[src/rtl/term_cfg_pkg.sv]
// term_cfg_pkg
// Shared constants and helpers for the column-terminator configuration repeater.
//   CRC_POLY / CRC_INIT : CRC-16-CCITT parameters used for the frame-data CRC
//   CRC_DATA_MAX        : widest data word crc16_word can absorb in one call
//   STAGES_MAX          : deepest legal repeater pipeline
//   crc16_word()        : absorbs the low data_w bits of a word, MSB first
package term_cfg_pkg;

    localparam logic [15:0] CRC_POLY     = 16'h1021;
    localparam logic [15:0] CRC_INIT     = 16'hFFFF;
    localparam int          CRC_DATA_MAX = 256;
    localparam int          STAGES_MAX   = 4;

    // Unrolled bit-serial CRC. The data word is right-aligned in a fixed-width
    // argument so one function serves every DATA_W; bits at or above data_w
    // are skipped, which keeps the MSB-first ordering of the real word.
    function automatic logic [15:0] crc16_word(
        input logic [15:0]             crc,
        input logic [CRC_DATA_MAX-1:0] data,
        input int                      data_w
    );
        logic [15:0] c;
        logic        fb;
        c = crc;
        for (int i = CRC_DATA_MAX - 1; i >= 0; i--) begin
            if (i < data_w) begin
                fb = c[15] ^ data[i];
                c  = {c[14:0], 1'b0};
                if (fb) begin
                    c = c ^ CRC_POLY;
                end
            end
        end
        return c;
    endfunction

endpackage

[src/rtl/term_cfg_pipe_stage.sv]
// term_cfg_pipe_stage
// One register stage of the configuration repeater, carrying {strobe, data}.
//   clk   : configuration clock
//   rst_n : asynchronous active-low reset, clears the stage
//   flush : synchronous clear, drops whatever is being loaded
//   d     : packed {strobe, data} from the previous stage
//   q     : registered {strobe, data}
module term_cfg_pipe_stage #(
    parameter int WIDTH = 52
) (
    input  logic             clk,
    input  logic             rst_n,
    input  logic             flush,
    input  logic [WIDTH-1:0] d,
    output logic [WIDTH-1:0] q
);

    // Loads every cycle so data and strobe stay aligned; flush empties the
    // stage rather than letting the current input through.
    always_ff @(posedge clk or negedge rst_n) begin
        if (!rst_n) begin
            q <= '0;
        end else if (flush) begin
            q <= '0;
        end else begin
            q <= d;
        end
    end

endmodule

[src/rtl/term_cfg_pipe.sv]
// term_cfg_pipe
// Configuration-chain repeater for column terminator tiles. Re-times
// FrameData/FrameStrobe through 0..4 register stages and keeps frame status.
// Optional feature macro: TERM_CFG_CRC_EN (running CRC-16-CCITT of accepted
// frame data on CrcOut; when undefined CrcOut is tied to zero).
// Ports:
//   UserCLK       : configuration/user clock
//   ResetN        : asynchronous active-low reset
//   FrameData     : incoming frame data word
//   FrameStrobe   : incoming frame strobes (nominally one-hot or zero)
//   Flush         : synchronous clear of pipeline and status
//   FrameData_O   : repeated frame data
//   FrameStrobe_O : repeated frame strobes
//   UserCLKo      : UserCLK passed through, unregistered
//   FrameCount    : saturating count of accepted strobe cycles
//   StrobeErr     : sticky flag, multiple strobe bits seen in one accepted cycle
//   Busy          : a strobe is held in one of the stage registers
//   CrcOut        : running frame-data CRC
module term_cfg_pipe
    import term_cfg_pkg::*;
#(
    parameter int DATA_W   = 32,
    parameter int STROBE_W = 20,
    parameter int STAGES   = 1,
    parameter int CNT_W    = 16
) (
    input  logic                UserCLK,
    input  logic                ResetN,
    input  logic [DATA_W-1:0]   FrameData,
    input  logic [STROBE_W-1:0] FrameStrobe,
    input  logic                Flush,
    output logic [DATA_W-1:0]   FrameData_O,
    output logic [STROBE_W-1:0] FrameStrobe_O,
    output logic                UserCLKo,
    output logic [CNT_W-1:0]    FrameCount,
    output logic                StrobeErr,
    output logic                Busy,
    output logic [15:0]         CrcOut
);

    localparam int PW = STROBE_W + DATA_W;

    if (STAGES < 0 || STAGES > STAGES_MAX) begin : g_bad_stages
        $error("term_cfg_pipe: STAGES must be within 0..%0d", STAGES_MAX);
    end

    logic accepted;
    logic multi_hot;

    assign UserCLKo  = UserCLK;
    assign accepted  = (|FrameStrobe) && !Flush;
    // x & (x-1) clears the lowest set bit; anything left means 2+ bits set.
    assign multi_hot = |(FrameStrobe & (FrameStrobe - STROBE_W'(1)));

    if (STAGES == 0) begin : g_passthrough
        // Gating with ResetN keeps strobes off the fabric during reset even
        // without a register in the path.
        assign FrameData_O   = ResetN ? FrameData : '0;
        assign FrameStrobe_O = (ResetN && !Flush) ? FrameStrobe : '0;
        assign Busy          = 1'b0;
    end else begin : g_pipe
        logic [PW-1:0] pipe [STAGES+1];

        assign pipe[0] = {FrameStrobe, FrameData};

        for (genvar i = 0; i < STAGES; i++) begin : g_stage
            term_cfg_pipe_stage #(
                .WIDTH(PW)
            ) u_stage (
                .clk  (UserCLK),
                .rst_n(ResetN),
                .flush(Flush),
                .d    (pipe[i]),
                .q    (pipe[i+1])
            );
        end

        assign {FrameStrobe_O, FrameData_O} = pipe[STAGES];

        always_comb begin
            Busy = 1'b0;
            for (int i = 1; i <= STAGES; i++) begin
                Busy = Busy | (|pipe[i][PW-1:DATA_W]);
            end
        end
    end

    // Saturating frame counter; stops at all-ones instead of wrapping.
    always_ff @(posedge UserCLK or negedge ResetN) begin
        if (!ResetN) begin
            FrameCount <= '0;
        end else if (Flush) begin
            FrameCount <= '0;
        end else if (accepted && !(&FrameCount)) begin
            FrameCount <= FrameCount + CNT_W'(1);
        end
    end

    always_ff @(posedge UserCLK or negedge ResetN) begin
        if (!ResetN) begin
            StrobeErr <= 1'b0;
        end else if (Flush) begin
            StrobeErr <= 1'b0;
        end else if (accepted && multi_hot) begin
            StrobeErr <= 1'b1;
        end
    end

`ifdef TERM_CFG_CRC_EN
    logic [CRC_DATA_MAX-1:0] crc_data;
    logic [15:0]             crc_q;

    if (DATA_W > CRC_DATA_MAX) begin : g_bad_crc_width
        $error("term_cfg_pipe: DATA_W exceeds CRC_DATA_MAX");
    end

    always_comb begin
        crc_data               = '0;
        crc_data[DATA_W-1:0]   = FrameData;
    end

    // Whole word absorbed per accepted cycle, so CrcOut trails the input by
    // one edge and matches the loader's CRC over all words sent so far.
    always_ff @(posedge UserCLK or negedge ResetN) begin
        if (!ResetN) begin
            crc_q <= CRC_INIT;
        end else if (Flush) begin
            crc_q <= CRC_INIT;
        end else if (accepted) begin
            crc_q <= crc16_word(crc_q, crc_data, DATA_W);
        end
    end

    assign CrcOut = crc_q;
`else
    assign CrcOut = 16'h0000;
`endif

endmodule

[config.mk]
export PLATFORM = sky130hd
export DESIGN_NAME = term_cfg_pipe
export DESIGN_NICKNAME = d
export VERILOG_FILES = /design/src/rtl/term_cfg_pkg.sv /design/src/rtl/term_cfg_pipe_stage.sv /design/src/rtl/term_cfg_pipe.sv
export SDC_FILE = /design/constraint.sdc
export NUM_CORES = 1
export LEC_CHECK = 0
export ABC_AREA = 1
export CAP_MARGIN = 20
export CORE_ASPECT_RATIO = 1.5
export CORE_MARGIN = 4
export CORE_UTILIZATION = 43
export CTS_CLUSTER_SIZE = 30
export DETAILED_ROUTE_END_ITERATION = 12
export PLACE_DENSITY = 0.81
export SETUP_SLACK_MARGIN = 0.4
export SYNTH_ARGS = -nofsm -noshare
export SYNTH_HDL_FRONTEND = slang
export SYNTH_HIERARCHICAL = 1
export SYNTH_SLANG_ARGS = --single-unit
[constraint.sdc]
create_clock -name UserCLK -period 2.1 [get_ports UserCLK]
set_clock_uncertainty 0.05 [all_clocks]
set_input_delay 0.42 -clock UserCLK [delete_from_list [all_inputs] [get_ports UserCLK]]
set_output_delay 0.42 -clock UserCLK [all_outputs]
set_load 0.005 [all_outputs]
==> impl_metrics.toml, run 1 <==
[setup_path]
arrival_ns = 1.65
timing.rr.end = "FrameCount[12]$_DFFE_PN0P_"
rr_startpoint = "FrameCount[6]$_DFFE_PN0P_"
worst_setup_path_start_kind = "flip-flop"
endpoint_kind = "output pin"
path_class = "reg -> out"
reg2reg_slack_ns = 0.32
ff2ff_path_depth = 10
critPathMaxFanout = 2
cp.required_ns = 1.63

[timing]
setup_slack_ns = -0.0221
setup_viol = 1
min_period_over_period_pct = 101
worst_pin_slew_ns = 0.637
fmax_ghz = 0.471
slew_headroom_pct = 57.5
rsz0062_at_grt = "yes"
min_period_ns = 2.12
hold_viol_final = 0
hold_slack_ns = 0.196
slew_violations = 0

[yosys]
avgSynthCellArea_um2 = 8.25
yosys.area.top_type_share_pct = 51.2
yosysMostFrequentCell = "nor2_1"
yosys_most_used_dff = "dfrtp_1"
synth-seq-cells = 69
synth_edf_count = 0
synth_area_leaders = "dfrtp_1, nor2_1, inv_1"
async_flop_share_pct = 100
seq_area_frac_synth_pct = 51.2
netlist_area_mm2 = 0.00337
synth_warnings = 6
yosysTopAreaCell = "dfrtp_1"
ys_types = 29
postSynthCellCount = 409
synthTopCellsByCount = "nor2_1, inv_1, dfrtp_1"

[placed_design]
hpwl_um = 7060
io_buffers = 125
place_congestion = 0.960

[global_route]
grt_pass1_vias = 3327
overflow = 0
grt_pass1_wl_um = 15500
antenna_found_initial = 0
grtUsageTotal_pct = 22.1
grt_max_degree = 38

[power_and_ir_drop]
peakVddDrop_mv = 0.599
power_w = 0.00402
p_leak_nw = 3.09
power_density_mw_per_mm2 = 712

[routing]
vias_per_cell = 4.85
drt_iter0_markers = 264
vias = 3390
postRouteAntennaNets = 0
wire_per_inst_um = 16.0
drc = 0
drt-total-wl_um = 11200
firstDrtPassIters = 4

[clock_tree]
clock_latency_ns = 0.44
cts_tree = "yes"
clk_pin_slew_ns = 0.06

[hold_path]
hold_path_end = "g_pipe.g_stage[0].u_stage/q[32]$_DFF_PN0_"
min_from = "FrameStrobe[0]"
hp-class = "in -> reg"
holdPathStages = 3

[finish]
fillers = 534
nNetsFinal = 649
multiInputGateArea_mm2 = 0.00144
regArea_mm2 = 0.00174
diodes = 0
syn_to_final_growth_pct = 67.6
drive_gt1_share_pct = 23.6

[floorplan]
dieArea_mm2 = 0.00935
initial_core_util_pct = 44.3
ios = 142
dieHeight_um = 116
coreArea_mm2 = 0.00761
fp-row-count = 39
die_w_um = 80.3

[outcome]
violations = "negative setup slack"
status = "complete, but fails checks"

[job]
max_cap_viol_count = 0
metrics by stage:
stage	TNS, ns	area (µm²)	setup WS (ns)	util [%]	instances
3_5_place_dp	-0.203	4770	-0.0495	62.7	647
6_report	-0.0221	5650	-0.0221	74.3	699
2_1_floorplan	0	3430	0.408	-	424
4_1_cts	-0.0307	5300	-0.0307	69.6	686
3_3_place_gp	0	4770	0.0185	62.7	647
5_1_grt	-0.0747	5650	-0.0747	74.3	699
critical path, stage by stage (launching register included):
cell,delay [ns]
dfrtp_1,0.41
nor4_4,0.35
nand3_2,0.13
nand3b_1,0.18
buf_2,0.14
final cells by class:
type,count,share of cell area [%]
inverter,75,5.05
sequential,69,30.7
clock buffer,14,5.82
multi-input combinational,254,25.4
timing repair buffer,180,29.0
tap,102,2.26
clock inverter,5,1.77
flip-flops by register name, summed over array words and instances, names as in the netlist:
signal and count:
StrobeErr 1, FrameCount 16, g_pipe.g_stage.u_stage/q 52
repair_timing:
action / 4_1_cts / 5_1_grt
pin swaps: 2 / 17
endpoints found under the setup margin: 87 / 21
buffers inserted: 20 / 11
cloned: 0 / 2
hold endpoints to repair: 25 / 0
resized for setup: 98 / 62
hold buffers: 1 / 0
report_power, final:
part,internal [W],switching [W],total [W]
registers,0.00139,0.0000323,0.00142
clock network,0.00147,0.000594,0.00207
logic,0.000271,0.000264,0.000535
total,0.00313,0.000890,0.00402
logic make-up (layout without fill, tap and decap cells):
logic type / count (synthesis) / after routing / share of synthesized area [%]
and+or+nand+nor: 211 / 212 / 27.6
buffers and inverters: 102 / 274 / 14.9
DFF: 69 / 69 / 51.2
AOI/OAI and AO/OA: 16 / 16 / 3.52
xor gates and xnor gates: 9 / 9 / 2.34
adders and majority gates: 1 / 1 / 0.371
other: 1 / 16 / 0.111
layout by cell type (no fill, tap or decap), drive strengths merged, types with 3 or more instances in the layout:
cell,n
buf,60
bufinv,3
clkbuf,15
clkdlybuf4s50,42
conb,16
dfrtp,69
dlygate4sd2,65
dlymetal6s2s,10
inv,74
nand2,61
nand3,30
nand4,6
nor2,99
nor3,8
nor4,6
o21ai,10
o31ai,4
xor2,9
routing by layer:
metal  vias up  wire length (µm)  GRT usage [%]
li1       1585                 -              -
met1      1579              3830           22.4
met2       172              6100           40.3
met3        54               619           3.78
met4         0               607           15.6
met5         -                 0              0
how the worst max path moves through the flow:
| stage | start | end | slack [ns] | depth (start not counted) |
|---|---|---|---|---|
| 2_1_floorplan | FrameCount[0]$_DFFE_PN0P_ | FrameCount[9]$_DFFE_PN0P_ | 0.41 | 9 |
| 3_3_place_gp | FrameStrobe[5] | FrameCount[5]$_DFFE_PN0P_ | 0.02 | 11 |
| 3_5_place_dp | FrameStrobe[5] | StrobeErr$_DFFE_PN0P_ | -0.05 | 11 |
| 4_1_cts | g_pipe.g_stage[0].u_stage/q[46]$_DFF_PN0_ | Busy | -0.03 | 5 |
| 5_1_grt | g_pipe.g_stage[0].u_stage/q[46]$_DFF_PN0_ | Busy | -0.07 | 5 |
| 6_report | g_pipe.g_stage[0].u_stage/q[50]$_DFF_PN0_ | Busy | -0.02 | 4 |
Note: power is estimated with default switching activity, not from simulation.
==> run 2: changes to the inputs <==
CORE_UTILIZATION = 46   (was 43)
PLACE_DENSITY = 0.86   (was 0.81)
clock period = 2.52 ns   (was 2.1 ns; I/O delays follow)
==> impl_metrics.toml, run 2 (same netlist as run 1, synthesis figures left out) <==
[power_and_ir_drop]
power_density_mw_per_mm2 = 529
peakVddDrop_mv = 0.282
p_leak_nw = 2.37

[timing]
setup_viol = 0
worst_pin_slew_ns = 0.596
tns_ns = 0
min_period_ns = 2.14
min_period_over_period_pct = 84.8
hold_viol_final = 0
slew_headroom_pct = 60.3
fmax_ghz = 0.468
rsz0062_at_grt = "yes"
slew_violations = 0

[finish]
nNetsFinal = 599
diodes = 0
max_flop_register = "g_pipe.g_stage.u_stage/q"
multiInputGateArea_mm2 = 0.00122
fin_util_pct = 68.1
largest_reg_flops = 52
fillers = 566
reg_top3 = "g_pipe.g_stage.u_stage/q (52), FrameCount (16), StrobeErr (1)"
drive_gt1_share_pct = 9.49
regArea_mm2 = 0.00173
final_cell_mix = "clkdlybuf4s50_1, nor2_1, inv_1, dfrtp_1, nand2_1"
syn_to_final_growth_pct = 45.0
final_common_cell = "clkdlybuf4s50_1"

[routing]
drt_iter0_markers = 161
drt-total-wl_um = 8700
firstDrtPassIters = 4
vias = 3054
wire_per_inst_um = 13.4
drc = 0
vias_per_cell = 4.71
postRouteAntennaNets = 0

[floorplan]
dieHeight_um = 113
coreArea_mm2 = 0.00718
fp-row-count = 38
initial_core_util_pct = 47.0
dieArea_mm2 = 0.00880
die_w_um = 77.9
ios = 142

[setup_path]
rr_startpoint = "FrameCount[0]$_DFFE_PN0P_"
critPathMaxFanout = 2
worst_setup_path_start_kind = "clock port"
crit_start = "UserCLK"
cp.required_ns = 1.97
arrival_ns = 1.58
endpoint_kind = "output pin"
path_class = "clk -> out"

[global_route]
grt_max_degree = 62
overflow = 0
grtUsageTotal_pct = 21.1
grt_pass1_vias = 3115
antenna_found_initial = 0
grt_pass1_wl_um = 14400

[clock_tree]
clk_pin_slew_ns = 0.06
cts_tree = "yes"
clock_latency_ns = 0.44

[outcome]
status = "finished clean"

[placed_design]
hpwl_um = 6790
place_congestion = 0.890
io_buffers = 125

[job]
max_cap_viol_count = 0

[hold_path]
hp-class = "reg -> reg"
min_from = "StrobeErr$_DFFE_PN0P_"
## run 2: changes by cell type in the layout (fill, tap and decap cells not counted), moves of 8 or more
cell	delta
clkdlybuf4s50_1	+79
dlygate4sd2_1	-65
buf_4	-45
clkbuf_16	-14
clkbuf_8	+11
dlymetal6s2s_1	-10
nor2_1	+9
nand3_1	+8
nand3_2	-8
## run 2: worst max-delay path, stage by stage
cell      delay (ns)
clkbuf_8        0.11
buf_8           0.11
buf_6           0.10
## run 2: timing repair
| action | CTS | global route |
|---|---|---|
| hold buffers | 1 | 0 |
| setup endpoints to repair | 2 | 12 |
| pin swaps | 2 | 1 |
| endpoints found under the hold margin | 16 | 0 |
| setup buffers | 1 | 1 |
| gates resized for setup | 11 | 5 |
## run 2: per-stage QoR
step	cell area [µm²]	hold WS [ns]	power (W)	instances	setup WS [ns]
2_1_floorplan	3430	0.158	0.00138	424	0.595
3_3_place_gp	4620	0.409	0.00161	626	0.204
3_5_place_dp	4620	0.417	0.00161	626	0.108
4_1_cts	4870	0.446	0.00260	647	0.320
5_1_grt	4890	0.471	0.00272	648	0.275
6_report	4890	0.461	0.00259	648	0.383
## run 2: where the power goes
part	switching (W)	leakage [nW]	internal [W]	total, W
sequential	0.0000304	0.900	0.00116	0.00119
clock	0.000427	0.122	0.000595	0.00102
combinational	0.000170	1.35	0.000208	0.000378
## run 2: final timing paths
path	end	slack, ns	cells past startpoint
hold reg to reg	StrobeErr$_DFFE_PN0P_	0.46	2
setup reg to reg	FrameCount[9]$_DFFE_PN0P_	0.57	8
min in group asynchronous	FrameCount[8]$_DFFE_PN0P_	0.48	2
setup / recovery	UserCLKo	0.38	3
hold / removal	StrobeErr$_DFFE_PN0P_	0.46	2
max in group asynchronous	FrameCount[0]$_DFFE_PN0P_	1.31	3
## run 2: layout make-up
type,instances,area share [%]
clock buffers,16,3.86
clock inverters,4,0.998
inverters,75,5.76
multi-input cells,253,25.0
flip-flops and latches,69,35.3
well taps,100,2.56
repair buffers,131,26.5
## run 2: metal layers
metal / part of all wire (%) / global-route usage (%) / vias up
li1: - / - / 1480
met1: 35 / 21.0 / 1423
met2: 54 / 38.3 / 128
met3: 6.5 / 5.65 / 23
met4: 4.0 / 13.4 / 0
met5: 0 / 0 / -
==> run 3: changes to the inputs <==
CORE_UTILIZATION = 39   (was 46)
PLACE_DENSITY = 0.77   (was 0.86)
clock period = 1.93 ns   (was 2.52 ns; I/O delays follow)
==> impl_metrics.toml, run 3 (same netlist as run 1, synthesis figures left out) <==
[outcome]
status = "complete, but fails checks"
violations = "negative setup slack"

[setup_path]
path_buf_inv = 2
worst_setup_path_start_kind = "flip-flop"
arrival_ns = 1.72
crit_chain = "nor4_4, buf_4, nand3_4, nand3b_1, buf_2"
endpoint_kind = "output pin"
rr_startpoint = "FrameCount[1]$_DFFE_PN0P_"
ff2ff_path_depth = 10
cpMaxStageDelayCell = "dfrtp_1"
critPathTopFamily = "simple AND/OR/NAND/NOR gates"
timing.rr.end = "FrameCount[10]$_DFFE_PN0P_"
max_stage_delay_ns = 0.40
reg2reg_slack_ns = 0.12
cp.required_ns = 1.49
path_class = "reg -> out"
critPathMaxFanout = 2

[hold_path]
min_from = "FrameStrobe[9]"
holdPathStages = 4
hold_path_end = "g_pipe.g_stage[0].u_stage/q[41]$_DFF_PN0_"
hp-class = "in -> reg"

[global_route]
grt_pass1_wl_um = 18300
grt_pass1_vias = 3670
grt_max_degree = 70
overflow = 0
grtUsageTotal_pct = 23.7
antenna_found_initial = 0

[routing]
drt_iter0_markers = 185
drt-total-wl_um = 12400
dr_wl_met2_um = 6860
top_layer_used = "met4"
vias_per_cell = 4.86
vias = 3595
firstDrtPassIters = 4
wl_met1_um = 3930
wl_met3_um = 868
postRouteAntennaNets = 0
drc = 0
wire_per_inst_um = 16.7

[floorplan]
coreArea_mm2 = 0.00841
dieArea_mm2 = 0.0102
fp-row-count = 41
ios = 142
die_w_um = 83.9
initial_core_util_pct = 40.1
dieHeight_um = 122

[finish]
diodes = 0
drive_gt1_share_pct = 34.0
final_cell_mix = "nor2_1, inv_1, dfrtp_1, buf_4, nand2_1"
max_flop_register = "g_pipe.g_stage.u_stage/q"
nNetsFinal = 684
reg_top3 = "g_pipe.g_stage.u_stage/q (52), FrameCount (16), StrobeErr (1)"
final_common_cell = "nor2_1"
fin_area_mm2 = 0.00633
layout.cells.non_filler = 740
fin_util_pct = 75.2
syn_to_final_growth_pct = 87.6
fillers = 544
largest_reg_flops = 52

[placed_design]
place_congestion = 0.901
io_buffers = 125
hpwl_um = 7000
place_area_mm2 = 0.00497
dpl.cell_count = 672

[clock_tree]
cts_tree = "yes"
clock_latency_ns = 0.45
clk_pin_slew_ns = 0.05

[timing]
tns_ns = -0.230
fmax_ghz = 0.463
hold_slack_ns = 0.271
hold_viol_final = 0
rsz0062_at_grt = "yes"
min_period_over_period_pct = 112
setup_viol = 1
setup_slack_ns = -0.230
slew_violations = 0
min_period_ns = 2.16

[job]
max_cap_viol_count = 0

[power_and_ir_drop]
power_density_mw_per_mm2 = 706
peakVddDrop_mv = 0.709
p_leak_nw = 3.27
[run 3: cell count changes in the layout (fill, tap and decap cells not counted), moves of 11 or more]
cell and change:
clkdlybuf4s50_1 -84, buf_4 +53, clkdlybuf4s15_1 +37, buf_6 +36, dlygate4sd2_1 +23, nand3_1 -14
nor2_1 -14, clkbuf_16 +13, clkbuf_8 -11
[run 3: area by class of cell]
cell class | count | area (µm²) | area share, %
Timing Repair Buffer | 215 | 2070 | 32.8
Inverter | 75 | 284 | 4.49
Multi-Input combinational cell | 254 | 1680 | 26.6
Sequential cell | 69 | 1740 | 27.4
Clock inverter | 5 | 85.1 | 1.34
Clock buffer | 15 | 333 | 5.26
Tap cell | 107 | 134 | 2.12
[run 3: where the power goes]
group | switching [W] | internal [W]
clock network | 0.000690 | 0.00149
logic | 0.000343 | 0.000392
registers | 0.0000388 | 0.00152
total | 0.00107 | 0.00340
[run 3: repair_timing]
action,CTS,global route
hold endpoints to repair,69,0
pin swaps,18,20
gates cloned,2,0
hold buffers,1,0
setup buffers,39,7
setup endpoints to repair,88,47
gates resized for setup,239,77
[run 3: worst max-delay path by stage]
| stage | startpoint | endpoint | slack (ns) | cells past startpoint |
|---|---|---|---|---|
| final | g_pipe.g_stage[0].u_stage/q[46]$_DFF_PN0_ | Busy | -0.23 | 5 |
| after floorplan | FrameStrobe[8] | FrameCount[10]$_DFFE_PN0P_ | 0.41 | 11 |
| after detailed placement | g_pipe.g_stage[0].u_stage/q[44]$_DFF_PN0_ | Busy | -0.27 | 5 |
| after global routing | g_pipe.g_stage[0].u_stage/q[45]$_DFF_PN0_ | Busy | -0.29 | 5 |
| after global placement | g_pipe.g_stage[0].u_stage/q[45]$_DFF_PN0_ | Busy | -0.22 | 5 |
| after CTS | g_pipe.g_stage[0].u_stage/q[46]$_DFF_PN0_ | Busy | -0.26 | 5 |
[run 3: through the flow]
stage,setup slack [ns],power (W)
3_5_place_dp,-0.267,0.00219
3_3_place_gp,-0.224,0.00217
4_1_cts,-0.257,0.00442
2_1_floorplan,0.410,0.00181
6_report,-0.230,0.00447
5_1_grt,-0.288,0.00463
[run 3: worst register-to-register path, delay by kind of cell, from the launching register on]
kind                     cells  cell delay, ns
buffers and inverters        2            0.24
flip-flops                   1            0.39
AND/OR/NAND/NOR              7            0.88
adder cells (fa/ha/maj)      1            0.15
[run 3: routing by layer]
layer	vias up	global-route usage, %
met5	-	0
met4	0	15.6
met3	61	6.02
met2	189	43.8
met1	1681	23.0
li1	1664	-
